**src/rtl/alu_pkg.sv**
```systemverilog
// alu_pkg
// Shared definitions for the multicycle control unit:
//   - alu_ctrl_e   : ALU operation codes driven on CONTROL
//   - state_e      : control FSM states
//   - OP_*         : legal major opcodes (instruction bits [6:0])
//   - opcode_legal : opcode / branch-funct3 legality test used in DECODE
package alu_pkg;

  // Codes 1011 and 1111 are deliberately absent so they can never be issued.
  typedef enum logic [3:0] {
    ALU_ADD  = 4'b0000,
    ALU_OR   = 4'b0001,
    ALU_AND  = 4'b0010,
    ALU_SLT  = 4'b0100,
    ALU_SUB  = 4'b0111,
    ALU_SLL  = 4'b1000,
    ALU_XOR  = 4'b1001,
    ALU_SRL  = 4'b1010,
    ALU_SLTU = 4'b1100,
    ALU_SRA  = 4'b1110
  } alu_ctrl_e;

  typedef enum logic [2:0] {
    FETCH,
    DECODE,
    EXEC,
    MEM,
    WB
  } state_e;

  localparam logic [6:0] OP_R      = 7'b0110011;
  localparam logic [6:0] OP_I      = 7'b0010011;
  localparam logic [6:0] OP_LOAD   = 7'b0000011;
  localparam logic [6:0] OP_STORE  = 7'b0100011;
  localparam logic [6:0] OP_BRANCH = 7'b1100011;
  localparam logic [6:0] OP_JAL    = 7'b1101111;

  // Branch funct3 010/011 have no defined comparison and are rejected.
  function automatic logic opcode_legal(input logic [6:0] op, input logic [2:0] f3);
    logic legal;
    case (op)
      OP_R, OP_I, OP_LOAD, OP_STORE, OP_JAL: legal = 1'b1;
      OP_BRANCH:                              legal = (f3[2:1] != 2'b01);
      default:                                legal = 1'b0;
    endcase
    return legal;
  endfunction

endpackage

```
**src/rtl/decodificador_alu.sv**
```systemverilog
// decodificador_alu
// Combinational funct3/funct7 to ALU-operation mapping for R and I-ALU
// instructions.
// Ports:
//   funct3   in  3  instruction bits [14:12]
//   funct7_5 in  1  instruction bit 30 (selects SUB / SRA)
//   is_r     in  1  instruction is register-register (only then may 000 be SUB)
//   control  out 4  ALU operation code
module decodificador_alu
  import alu_pkg::*;
(
  input  logic      [2:0] funct3,
  input  logic            funct7_5,
  input  logic            is_r,
  output alu_ctrl_e       control
);

  always_comb begin
    control = ALU_ADD;
    case (funct3)
      3'b000:  control = (is_r && funct7_5) ? ALU_SUB : ALU_ADD;
      3'b001:  control = ALU_SLL;
      3'b010:  control = ALU_SLT;
      3'b011:  control = ALU_SLTU;
      3'b100:  control = ALU_XOR;
      // Bit 30 selects arithmetic shift for both srai and sra.
      3'b101:  control = funct7_5 ? ALU_SRA : ALU_SRL;
      3'b110:  control = ALU_OR;
      default: control = ALU_AND;
    endcase
  end

endmodule

```
**src/rtl/unidad_control_multiciclo.sv**
```systemverilog
// unidad_control_multiciclo
// Five-state (FETCH, DECODE, EXEC, MEM, WB) control unit for a multicycle
// RV32I-subset datapath (R, I-ALU, LOAD, STORE, BRANCH, JAL).
// Ports:
//   CLK        in   1     system clock, rising edge
//   RST_N      in   1     asynchronous active-low reset
//   INSTR      in   size  instruction-memory read data
//   MEM_READY  in   1     memory access completes this cycle
//   ZERO       in   1     ALU zero flag
//   CONTROL    out  4     ALU operation code
//   ALU_SRC_A  out  2     00=rs1, 01=PC, 10=OLDPC
//   ALU_SRC_B  out  2     00=rs2, 01=imm, 10=constant 4
//   IR_WRITE, PC_WRITE, MEM_REQ, MEM_WE, REG_WRITE  out 1  strobes
//   PC_SRC     out  1     0=ALU result, 1=ALUOut register
//   WB_SEL     out  2     00=ALUOut, 01=memory data, 10=PC+4
//   ILLEGAL    out  1     one-cycle pulse on an undecodable instruction
module unidad_control_multiciclo
  import alu_pkg::*;
#(
  parameter int size = 32
) (
  input  logic            CLK,
  input  logic            RST_N,
  input  logic [size-1:0] INSTR,
  input  logic            MEM_READY,
  input  logic            ZERO,
  output logic [3:0]      CONTROL,
  output logic [1:0]      ALU_SRC_A,
  output logic [1:0]      ALU_SRC_B,
  output logic            IR_WRITE,
  output logic            PC_WRITE,
  output logic            MEM_REQ,
  output logic            MEM_WE,
  output logic            REG_WRITE,
  output logic            PC_SRC,
  output logic [1:0]      WB_SEL,
  output logic            ILLEGAL
);

  state_e          state_reg, state_next;
  logic [size-1:0] ir_reg;

  logic [6:0] opcode;
  logic [2:0] funct3;
  logic       funct7_5;
  alu_ctrl_e  alu_op;

  assign opcode   = ir_reg[6:0];
  assign funct3   = ir_reg[14:12];
  assign funct7_5 = ir_reg[30];

  // Register/immediate fields are consumed by the datapath, not here.
  logic unused_ir;
  assign unused_ir = ^{ir_reg[size-1:31], ir_reg[29:15], ir_reg[11:7]};

  decodificador_alu u_decodificador_alu (
    .funct3   (funct3),
    .funct7_5 (funct7_5),
    .is_r     (opcode == OP_R),
    .control  (alu_op)
  );

  // Raw decode before the reset gate.
  alu_ctrl_e  control_c;
  logic [1:0] src_a_c, src_b_c, wb_sel_c;
  logic       ir_write_c, pc_write_c, mem_req_c, mem_we_c;
  logic       reg_write_c, pc_src_c, illegal_c;
  logic       branch_taken;
  alu_ctrl_e  branch_op;

  always_ff @(posedge CLK or negedge RST_N) begin
    if (!RST_N) begin
      state_reg <= FETCH;
      ir_reg    <= '0;
    end else begin
      state_reg <= state_next;
      if (ir_write_c) ir_reg <= INSTR;
    end
  end

  // Branch comparison: SUB gives equality via ZERO, SLT/SLTU give 1 (ZERO=0)
  // when rs1 < rs2.
  always_comb begin
    branch_op    = ALU_ADD;
    branch_taken = 1'b0;
    case (funct3)
      3'b000: begin branch_op = ALU_SUB;  branch_taken = ZERO;  end
      3'b001: begin branch_op = ALU_SUB;  branch_taken = !ZERO; end
      3'b100: begin branch_op = ALU_SLT;  branch_taken = !ZERO; end
      3'b101: begin branch_op = ALU_SLT;  branch_taken = ZERO;  end
      3'b110: begin branch_op = ALU_SLTU; branch_taken = !ZERO; end
      3'b111: begin branch_op = ALU_SLTU; branch_taken = ZERO;  end
      default: ;
    endcase
  end

  always_comb begin
    state_next  = state_reg;
    control_c   = ALU_ADD;
    src_a_c     = 2'b00;
    src_b_c     = 2'b00;
    wb_sel_c    = 2'b00;
    ir_write_c  = 1'b0;
    pc_write_c  = 1'b0;
    mem_req_c   = 1'b0;
    mem_we_c    = 1'b0;
    reg_write_c = 1'b0;
    pc_src_c    = 1'b0;
    illegal_c   = 1'b0;

    case (state_reg)
      FETCH: begin
        mem_req_c = 1'b1;
        src_a_c   = 2'b01;
        src_b_c   = 2'b10;
        if (MEM_READY) begin
          ir_write_c = 1'b1;
          pc_write_c = 1'b1;
          state_next = DECODE;
        end
      end

      DECODE: begin
        if (opcode_legal(opcode, funct3)) begin
          // Precompute OLDPC+imm into ALUOut for branches and JAL.
          src_a_c    = 2'b10;
          src_b_c    = 2'b01;
          state_next = EXEC;
        end else begin
          illegal_c  = 1'b1;
          state_next = FETCH;
        end
      end

      EXEC: begin
        state_next = FETCH;
        case (opcode)
          OP_R: begin
            control_c  = alu_op;
            state_next = WB;
          end
          OP_I: begin
            control_c  = alu_op;
            src_b_c    = 2'b01;
            state_next = WB;
          end
          OP_LOAD, OP_STORE: begin
            src_b_c    = 2'b01;
            state_next = MEM;
          end
          OP_BRANCH: begin
            control_c  = branch_op;
            pc_write_c = branch_taken;
            pc_src_c   = branch_taken;
          end
          OP_JAL: begin
            pc_write_c  = 1'b1;
            pc_src_c    = 1'b1;
            reg_write_c = 1'b1;
            wb_sel_c    = 2'b10;
          end
          default: ;
        endcase
      end

      MEM: begin
        mem_req_c = 1'b1;
        mem_we_c  = (opcode == OP_STORE);
        if (MEM_READY) state_next = (opcode == OP_LOAD) ? WB : FETCH;
      end

      WB: begin
        reg_write_c = 1'b1;
        wb_sel_c    = (opcode == OP_LOAD) ? 2'b01 : 2'b00;
        state_next  = FETCH;
      end

      default: state_next = FETCH;
    endcase
  end

  // The state register alone cannot silence FETCH's MEM_REQ while RST_N is
  // low, so every output is also gated by RST_N to quiet the bus at once.
  assign CONTROL   = RST_N ? control_c   : ALU_ADD;
  assign ALU_SRC_A = RST_N ? src_a_c     : 2'b00;
  assign ALU_SRC_B = RST_N ? src_b_c     : 2'b00;
  assign WB_SEL    = RST_N ? wb_sel_c    : 2'b00;
  assign IR_WRITE  = RST_N & ir_write_c;
  assign PC_WRITE  = RST_N & pc_write_c;
  assign MEM_REQ   = RST_N & mem_req_c;
  assign MEM_WE    = RST_N & mem_we_c;
  assign REG_WRITE = RST_N & reg_write_c;
  assign PC_SRC    = RST_N & pc_src_c;
  assign ILLEGAL   = RST_N & illegal_c;

endmodule

```
**config.mk**
```make
export PLATFORM = sky130hd
export DESIGN_NAME = unidad_control_multiciclo
export DESIGN_NICKNAME = d
export VERILOG_FILES = /design/src/rtl/alu_pkg.sv /design/src/rtl/decodificador_alu.sv /design/src/rtl/unidad_control_multiciclo.sv
export SDC_FILE = /design/constraint.sdc
export NUM_CORES = 1
export LEC_CHECK = 0
export ABC_AREA = 1
export CORE_UTILIZATION = 39
export CTS_CLUSTER_SIZE = 8
export DETAILED_ROUTE_END_ITERATION = 12
export PLACE_DENSITY = 0.79
export SYNTH_ARGS = -nofsm -noshare
export SYNTH_HDL_FRONTEND = slang
export SYNTH_SLANG_ARGS = --single-unit
```
**constraint.sdc**
```tcl
create_clock -name CLK -period 1.59 [get_ports CLK]
set_input_delay 0.2385 -clock CLK [delete_from_list [all_inputs] [get_ports CLK]]
set_output_delay 0.2385 -clock CLK [all_outputs]
set_load 0.01 [all_outputs]
```
==> results.sh, run 1 <==
export IMPL_die_x_um=52.9
export IMPL_totalPowerFinal_mw=2.81
export IMPL_max_freq_mhz=501
export IMPL_min_period_over_period=1.26
export IMPL_hold_ws_ns=0.273
export IMPL_vias=1225
export IMPL_gr_total_overflow=0
export IMPL_drtAntennaViolNets=0
export IMPL_cpMostUsedCell="o21ai_2"
export IMPL_synthCells=128
export IMPL_largest_reg_flops=11
export IMPL_yosysUniqueCellTypes=28
export IMPL_grt_first_pass_wirelength_mm=5.24
export IMPL_crit_buf_inv=1
export IMPL_crit_slowest_cell="dfrtp_1"
export IMPL_n_fill_cell=167
export IMPL_worst_pin_slew_ns=0.331
export IMPL_numClockSinks=14
export IMPL_hold_viol_final=0
export IMPL_crit_fanout=5
export IMPL_cts_buffers=3
export IMPL_synth_seq_cells=14
export IMPL_grt_max_degree=18
export IMPL_dieArea_um2=2800
export IMPL_maxCapViolCount=0
export IMPL_clockRootBuffer="clkbuf_4"
export IMPL_p_int_mw=1.58
export IMPL_globalRouteTotalUtil=0.268
export IMPL_drtIter0Drc=19
export IMPL_io_buffers=31
export IMPL_place_congestion=0.827
export IMPL_crit_arrival_ns=1.76
export IMPL_ys_seq_area_frac=0.347
export IMPL_finalSetupViolCount=17
export IMPL_stdcell_area_um2=1910
export IMPL_worst_r2r_path_depth=7
export IMPL_synth_top_cell_by_area="dfrtp_1"
export IMPL_routed_wl_mm=3.78
export IMPL_initial_core_util=0.412
export IMPL_clkPwrFrac=0.097
export IMPL_p_leak_nw=0.931
export IMPL_syn_nets=164
export IMPL_slowest_delay_ns=0.46
export IMPL_num_nets_final=245
export IMPL_hold_buffers=0
export IMPL_ios=53
export IMPL_cts_htree_levels=1
export IMPL_p_sw_frac=0.437
export IMPL_finalSetupTns_ns=-3.66
export IMPL_cp_required_ns=1.35
export IMPL_path_cells="xnor2_1 -> nand2_1 -> o21ai_2 -> o21ai_2 -> or2_1 -> buf_2"
export IMPL_dp_hpwl_mm=2.17
export IMPL_slew_headroom=0.778
export IMPL_die_y_um=52.9
export IMPL_drive_gt1_frac=0.649
export IMPL_cp_end_kind="output pin"
export IMPL_critPathTopFamily="flip-flops"
export IMPL_syn_avg_cell_area_um2=7.90
export IMPL_path_clk_slew_ns=0.10
export IMPL_synthesis_area_um2=1010
export IMPL_grt_pass1_vias=1193
export IMPL_syn_to_final_growth_pct=89.4
export IMPL_row_count=18
export IMPL_violations="setup timing"
export IMPL_power_density_nw_per_um2=1470
export IMPL_clockBufferDepth=2
export IMPL_wl_per_cell_um=15.9
export IMPL_rsz0062_at_grt="true"
export IMPL_min_period_ns=2.00
export IMPL_first_pass_iters=4
export IMPL_antenna_found_initial=0
export IMPL_synth_area_leaders="dfrtp_1 35%, nand2_1 9.7%, mux2_4 7.4%, a21oi_2 6.1%, inv_1 4.8%"
export IMPL_post_route_drc_count=0
export IMPL_synth_top_area_frac=0.347
export IMPL_fin_skew_ns=0.0166
export IMPL_placed_cell_area_um2=1570
export IMPL_core_area_um2=2450
export IMPL_crit_type="reg -> out"
export IMPL_start_kind="register"
export IMPL_timing_final_ws_setup_ns=-0.406
export IMPL_drv_slew=0
export IMPL_pwr_share_seq=0.240
export IMPL_cp_depth=6
export IMPL_viasPerCell=5.15
export IMPL_p_comb_frac=0.663
export IMPL_tritoncts="built"
export IMPL_antenna_cells=0
export IMPL_yosys_warnings=0
export IMPL_clk_latency_ns=0.30
export IMPL_p_switching_mw=1.23
export IMPL_status="complete, but fails checks"
export IMPL_holdCritPathClass="in -> async"
export IMPL_vdd_drop_max_mv=1.04
power by group through the flow:
| stage | Combinational [mW] | Clock (mW) | Sequential, mW |
|---|---|---|---|
| global route | 1.99 | 0.293 | 0.693 |
| floorplan | 0.780 | 0 | 0.630 |
| global placement | 1.37 | 0 | 0.638 |
| detailed placement | 1.42 | 0 | 0.642 |
| finish | 1.86 | 0.273 | 0.676 |
| CTS | 1.66 | 0.265 | 0.646 |
cells in the mapped netlist, drive strengths merged:
cell,number
o211ai,1
nand3,11
nand3b,1
a211oi,1
or2,2
nor4,1
nor3b,1
o2111ai,1
buf,3
nand2,29
nor3,3
xnor2,1
mux2,5
a21oi,13
dfrtp,14
inv,18
o21ai,4
nor2,19
area by class of cell:
class | instances | area (um^2) | area share
multi-input cells | 93 | 749 | 0.392
repair buffers | 79 | 669 | 0.350
flip-flops and latches | 14 | 352 | 0.184
inverters | 18 | 70.1 | 0.0366
well taps | 30 | 37.5 | 0.0196
clock buffers | 4 | 36.3 | 0.0190
cells by family (layout without fill, tap and decap cells):
logic type,Yosys count,in the layout,synth area share
AOI/OAI and AO/OA,20,20,0.141
xor gates and xnor gates,1,1,0.00866
buffers and inverters,21,101,0.0953
DFF,14,14,0.347
muxes,5,5,0.0743
and+or+nand+nor,67,67,0.334
timing repair:
item                       4_1_cts  5_1_grt
pin swaps                        7       11
buffers inserted                14        3
setup endpoints to repair       17       18
hold endpoints to repair         0        0
gates resized for setup        107       31
routing by layer:
metal / track usage / routed length (um) / vias up
met5: 0 / 0 / -
met4: 0.171 / 195 / 0
met3: 0.0575 / 183 / 21
met2: 0.462 / 2010 / 49
met1: 0.295 / 1390 / 579
li1: - / - / 576
placed cells by master (no fill, tap or decap), drive strengths merged, types with 2 or more instances in the layout:
cell / count
a21oi: 13
buf: 65
clkbuf: 4
clkdlybuf4s50: 14
dfrtp: 14
inv: 18
mux2: 5
nand2: 29
nand3: 11
nor2: 19
nor3: 3
o21ai: 4
or2: 2
worst reg2reg max path, stage by stage (launching register included):
cell	delay, ns
dfrtp_1	0.42
buf_6	0.13
nor2_4	0.12
nand2_4	0.08
inv_4	0.08
nand2_8	0.05
buf_4	0.22
mux2_4	0.33
path summary, 6_finish.rpt:
check                      slack, ns                     start                endpoint
max                            -0.41    ir_reg[12]$_DFFE_PN0P_                PC_WRITE
min                             0.27                     RST_N  ir_reg[14]$_DFFE_PN0P_
max reg2reg                     0.04  state_reg[0]$_DFFE_PN0P_  ir_reg[30]$_DFFE_PN0P_
min reg2reg                     0.60     ir_reg[0]$_DFFE_PN0P_   ir_reg[0]$_DFFE_PN0P_
max in group asynchronous       0.96                     RST_N  ir_reg[12]$_DFFE_PN0P_
min in group CLK                0.55                  INSTR[2]   ir_reg[2]$_DFFE_PN0P_
per-stage QoR:
step	worst slack, ns	std cells	util
2_1_floorplan	0.201	128	-
3_3_place_gp	-0.494	218	0.641
3_5_place_dp	-0.542	218	0.641
4_1_cts	-0.255	236	0.723
5_1_grt	-0.483	238	0.780
6_report	-0.406	238	0.780
Note: power is estimated with default switching activity, not from simulation.
==> run 2, diff against run 1 <==
- CTS_CLUSTER_DIAMETER: not set -> 50
==> results of run 2 <==
Same layout as run 1: the final DEF is identical, and so are final timing and power.
==> variant 1: new RTL, config.mk and constraints of run 2 <==
Make the reset (`RST_N`) synchronous in one clocked block. Comments in the files are not updated.
--- a/src/rtl/unidad_control_multiciclo.sv
+++ b/src/rtl/unidad_control_multiciclo.sv
@@ -69,5 +69,5 @@
   alu_ctrl_e  branch_op;
 
-  always_ff @(posedge CLK or negedge RST_N) begin
+  always_ff @(posedge CLK) begin
     if (!RST_N) begin
       state_reg <= FETCH;
Function: same outputs for any inputs over 10 cycles, from zero or initial values and one cycle with RST_N low; that may be too few to reach the edited logic, so the function may still have changed.
==> variant 1 against run 2 <==
The flow still finishes with violations (setup timing). Sequential cell count did not move. Register-to-register slack improved by 0.04 ns. Final area down 3.7%. Non-clock buffer count decreased by 1. Fmax up 12%. Wire length is 6.9% lower. Worst setup slack gained 0.22 ns. Via count rose by 9.9%. Area after synthesis decreased by 0.62%.
Power is not compared: it rests on default switching activity, and its combinational part moved more than twofold at a synthesized area within 25%.
==> variant 1: results (changes against run 2) <==
yosys:
  synth-async-reset-ratio: 0  # -1.000
  synth_cells: 163  # +27%
  synth_common_cells: "nand2_1, inv_1, dfxtp_1"
  synthTopCellsByArea: "dfxtp_1, nand2_1, inv_1"
  ys_dominant_reg_cell: "dfxtp_1"
  seq_area_frac_synth: 0.2790  # -0.06758
  synth_top_area_frac: 0.2790  # -0.06758
  ys_types: 27  # -3.6%
  syn_nets: 199  # +21%
power:
  peakVddDrop_mv: 0.4871
  p_leak_nw: 0.9314
global_route:
  grt_pass1_vias: 1306  # +9.5%
  antenna_found_initial: 0  # unchanged
  grt_pass1_wl_mm: 5.299  # +1.2%
  grt_usage: 0.2618  # -0.006562
  grt_start_max_net_pins: 23  # +5
clock_network:
  clk_path_buf_depth: 2  # unchanged
  clk_latency_ns: 0.28  # -0.02 ns
  cts_max_level: 1  # unchanged
  root_buffer: "clkbuf_4"
route:
  drt_first_iter_violations: 44  # +25
  first_pass_iters: 5  # +1
  wl_mm: 3.520  # -6.9%
  num_vias: 1346  # +9.9%
placement:
  gp_congestion: 0.8672  # +4.9%
  dp.cells: 255  # +17%
  place_hpwl_mm: 2.335  # +7.4%
  pre_cts_ws_ns: -0.5624  # -0.02052 ns
timing:
  setup_violations: 13  # -4
  fin_ws_ns: -0.1896  # +0.2161 ns
  skew_ns: 0.007309  # -0.009314 ns
  final.setup.tns_ns: -1.755  # +1.905 ns
  slew-limit-headroom: 0.7979  # +0.02009
hold_path:
  hp-class: "input port to register"
finish:
  fill_cells: 170  # +1.8%
  diodes: 0  # unchanged
  instances_no_fill: 270  # +13%
  nets: 277  # +13%
  layout-drive-gt1-share: 0.5458  # -0.1032
setup_path:
  timing.rr.start: "ir_reg[2]$_SDFFE_PN0P_"
  startpoint: "ir_reg[4]$_SDFFE_PN0P_"
  cp.arrival_ns: 1.54  # -0.22 ns
  critical_path.top_delay_family: "simple AND/OR/NAND/NOR gates"
  crit_slowest_cell: "dfxtp_2"
  cp_max_fo: 3  # -2
  worst_path_largest_cell_delay_ns: 0.35  # -0.11 ns
run_status:
  status: "complete, but fails checks"
  violations: "setup timing"
==> variant 1: worst paths after layout <==
kind                            depth (start not counted)  slack [ns]                        end
worst min register to register                          2        0.54     ir_reg[0]$_SDFFE_PN0P_
worst max register to register                         10        0.08  state_reg[0]$_SDFFE_PN0P_
worst max-delay path                                    9       -0.19                    ILLEGAL
worst min-delay path                                    4        0.53  state_reg[1]$_SDFFE_PN0P_
==> variant 1: through the flow <==
stage | area, um2 | total power [W]
finish | 1843 | 0.0009663
global route | 1843 | 0.001021
detailed placement | 1579 | 0.0006582
CTS | 1725 | 0.0009387
floorplan | 1005 | 0.0005288
global placement | 1579 | 0.0006457
==> variant 1: repair_timing <==
item,in CTS,in global routing
pin swaps,14,16
endpoints found under the setup margin,17,16
gates resized for setup,96,38
buffers inserted,8,3
hold buffers,0,0
==> variant 1: layout make-up <==
class / instances / area [um2] / share of cell area
multi-input combinational: 111 / 740.7 / 0.4019
timing repair buffer: 78 / 598.1 / 0.3245
sequential: 14 / 301.5 / 0.1636
inverter: 33 / 128.9 / 0.06993
tap: 30 / 37.54 / 0.02037
clock buffer: 4 / 36.28 / 0.01969
==> variant 1: power breakdown <==
group	leakage, nW	switching (W)	total [W]	internal, W
logic	0.790	0.000149	0.000298	0.000149
registers	0.120	0.0000299	0.000403	0.000373
clock network	0.0210	0.000126	0.000265	0.000139
total	0.931	0.000305	0.000966	0.000661
==> variant 1: cell families after synthesis <==
group | share of synthesized area
compound gates | 0.1632
flops | 0.2790
buf+inv | 0.1669
xor+xnor | 0.008719
simple gates | 0.3823
==> variant 1: per-layer routing <==
layer / vias to the layer above / routed length (um) / GRT usage
met5: - / 0 / 0
met4: 0 / 79 / 0.1096
met3: 9 / 167 / 0.04058
met2: 49 / 1961 / 0.5042
met1: 621 / 1312 / 0.2741
li1: 667 / - / -
==> variant 2: new RTL, config.mk and constraints of run 2 <==
Without the edit above. Re-encode `state_e` (5 states) as Gray code, 3 bits wide.
--- a/src/rtl/alu_pkg.sv
+++ b/src/rtl/alu_pkg.sv
@@ -22,9 +22,9 @@
 
   typedef enum logic [2:0] {
-    FETCH,
-    DECODE,
-    EXEC,
-    MEM,
-    WB
+    FETCH  = 3'b000,
+    DECODE = 3'b001,
+    EXEC   = 3'b011,
+    MEM    = 3'b010,
+    WB     = 3'b110
   } state_e;
 
Check against the original RTL: same outputs for any inputs over 10 cycles, from zero or initial values and one cycle with RST_N low; not proved beyond that.
==> variant 2 against run 2 <==
The run still ends with setup timing left. Sequential cell count is the same. Fmax increased by 4.8%. Non-clock buffer count rose by 3. Area after synthesis increased by 0.37%. Final area shrank 2.2%. Wire length down 0.29%. Worst setup slack better by 0.091 ns. Clock skew shrank 0.013 ns. Highest routed layer unchanged.
Power is not compared: it rests on default switching activity, and its combinational part moved more than twofold at a synthesized area within 25%.
==> variant 2: results (changes against run 2) <==
run_status:
  status: "complete, but fails checks"
  violations: "setup timing"
clock_network:
  path_clk_slew_ns: 0.08  # -0.02 ns
  cts_setup_buffers: 19  # +5
  cts-resized-gates: 105  # -1.9%
finish:
  nets: 262  # +6.9%
  syn_to_final_growth_pct: 84.46
  fill_cells: 168  # +0.60%
yosys:
  synthTopCellsByArea: "dfrtp_1, nand2_1, o21ai_1"
  synth.avg_cell_area_um2: 7.146  # -9.5%
  ys_types: 24  # -14%
setup_path:
  worst_path_largest_cell_delay_ns: 0.41  # -0.05 ns
  cp.arrival_ns: 1.67  # -0.09 ns
  startpoint: "ir_reg[4]$_DFFE_PN0P_"
  cp_max_fo: 3  # -2
  rr_endpoint: "ir_reg[1]$_DFFE_PN0P_"
  rrSetupSlack_ns: 0.07  # +0.03 ns
timing:
  fin_ws_ns: -0.3144  # +0.09135 ns
  slew-limit-headroom: 0.8363  # +0.05850
  setup_violations: 14  # -3
route:
  drt-vias-per-instance: 5.075  # -1.4%
  avgRoutedWirePerCell_um: 14.84  # -6.6%
  drt_first_iter_violations: 29  # +10
global_route:
  grt_pass1_wl_mm: 5.513  # +5.3%
  grt_start_max_net_pins: 22  # +4
  grt_usage: 0.2790  # +0.01059
placement:
  dp.cells: 231  # +6.0%
  place_hpwl_mm: 2.091  # -3.8%
  gp_congestion: 0.8929  # +8.0%
  post_dp_cell_area_mm2: 0.001565  # -0.48%
## variant 2: cell type report
cell class	count	area share
inverter	21	0.04746
timing repair buffer	82	0.3543
tap	30	0.02005
sequential	14	0.1885
multi-input combinational	104	0.3777
clock buffer	3	0.01203
## variant 2: kinds of logic after synthesis
kind of cell,share of synthesized area
AO/OA/AOI/OAI,0.1184
buffers and inverters,0.1073
XOR/XNOR,0.008633
flip-flops,0.3453
AND/OR/NAND/NOR,0.4205
## variant 2: stage by stage
step	setup slack, ns	power (W)
after floorplan	0.2417	0.0007833
after global placement	-0.4025	0.001036
after detailed placement	-0.4330	0.001058
after CTS	-0.2254	0.001378
after global routing	-0.3893	0.001570
final	-0.3144	0.001477
## variant 2: per-layer routing
layer / up-vias / GRT usage / routed length (um)
met2: 48 / 0.5021 / 2008
met5: - / 0 / 0
met1: 607 / 0.3103 / 1428
met4: 0 / 0.1447 / 159
met3: 15 / 0.04598 / 173
li1: 619 / - / -
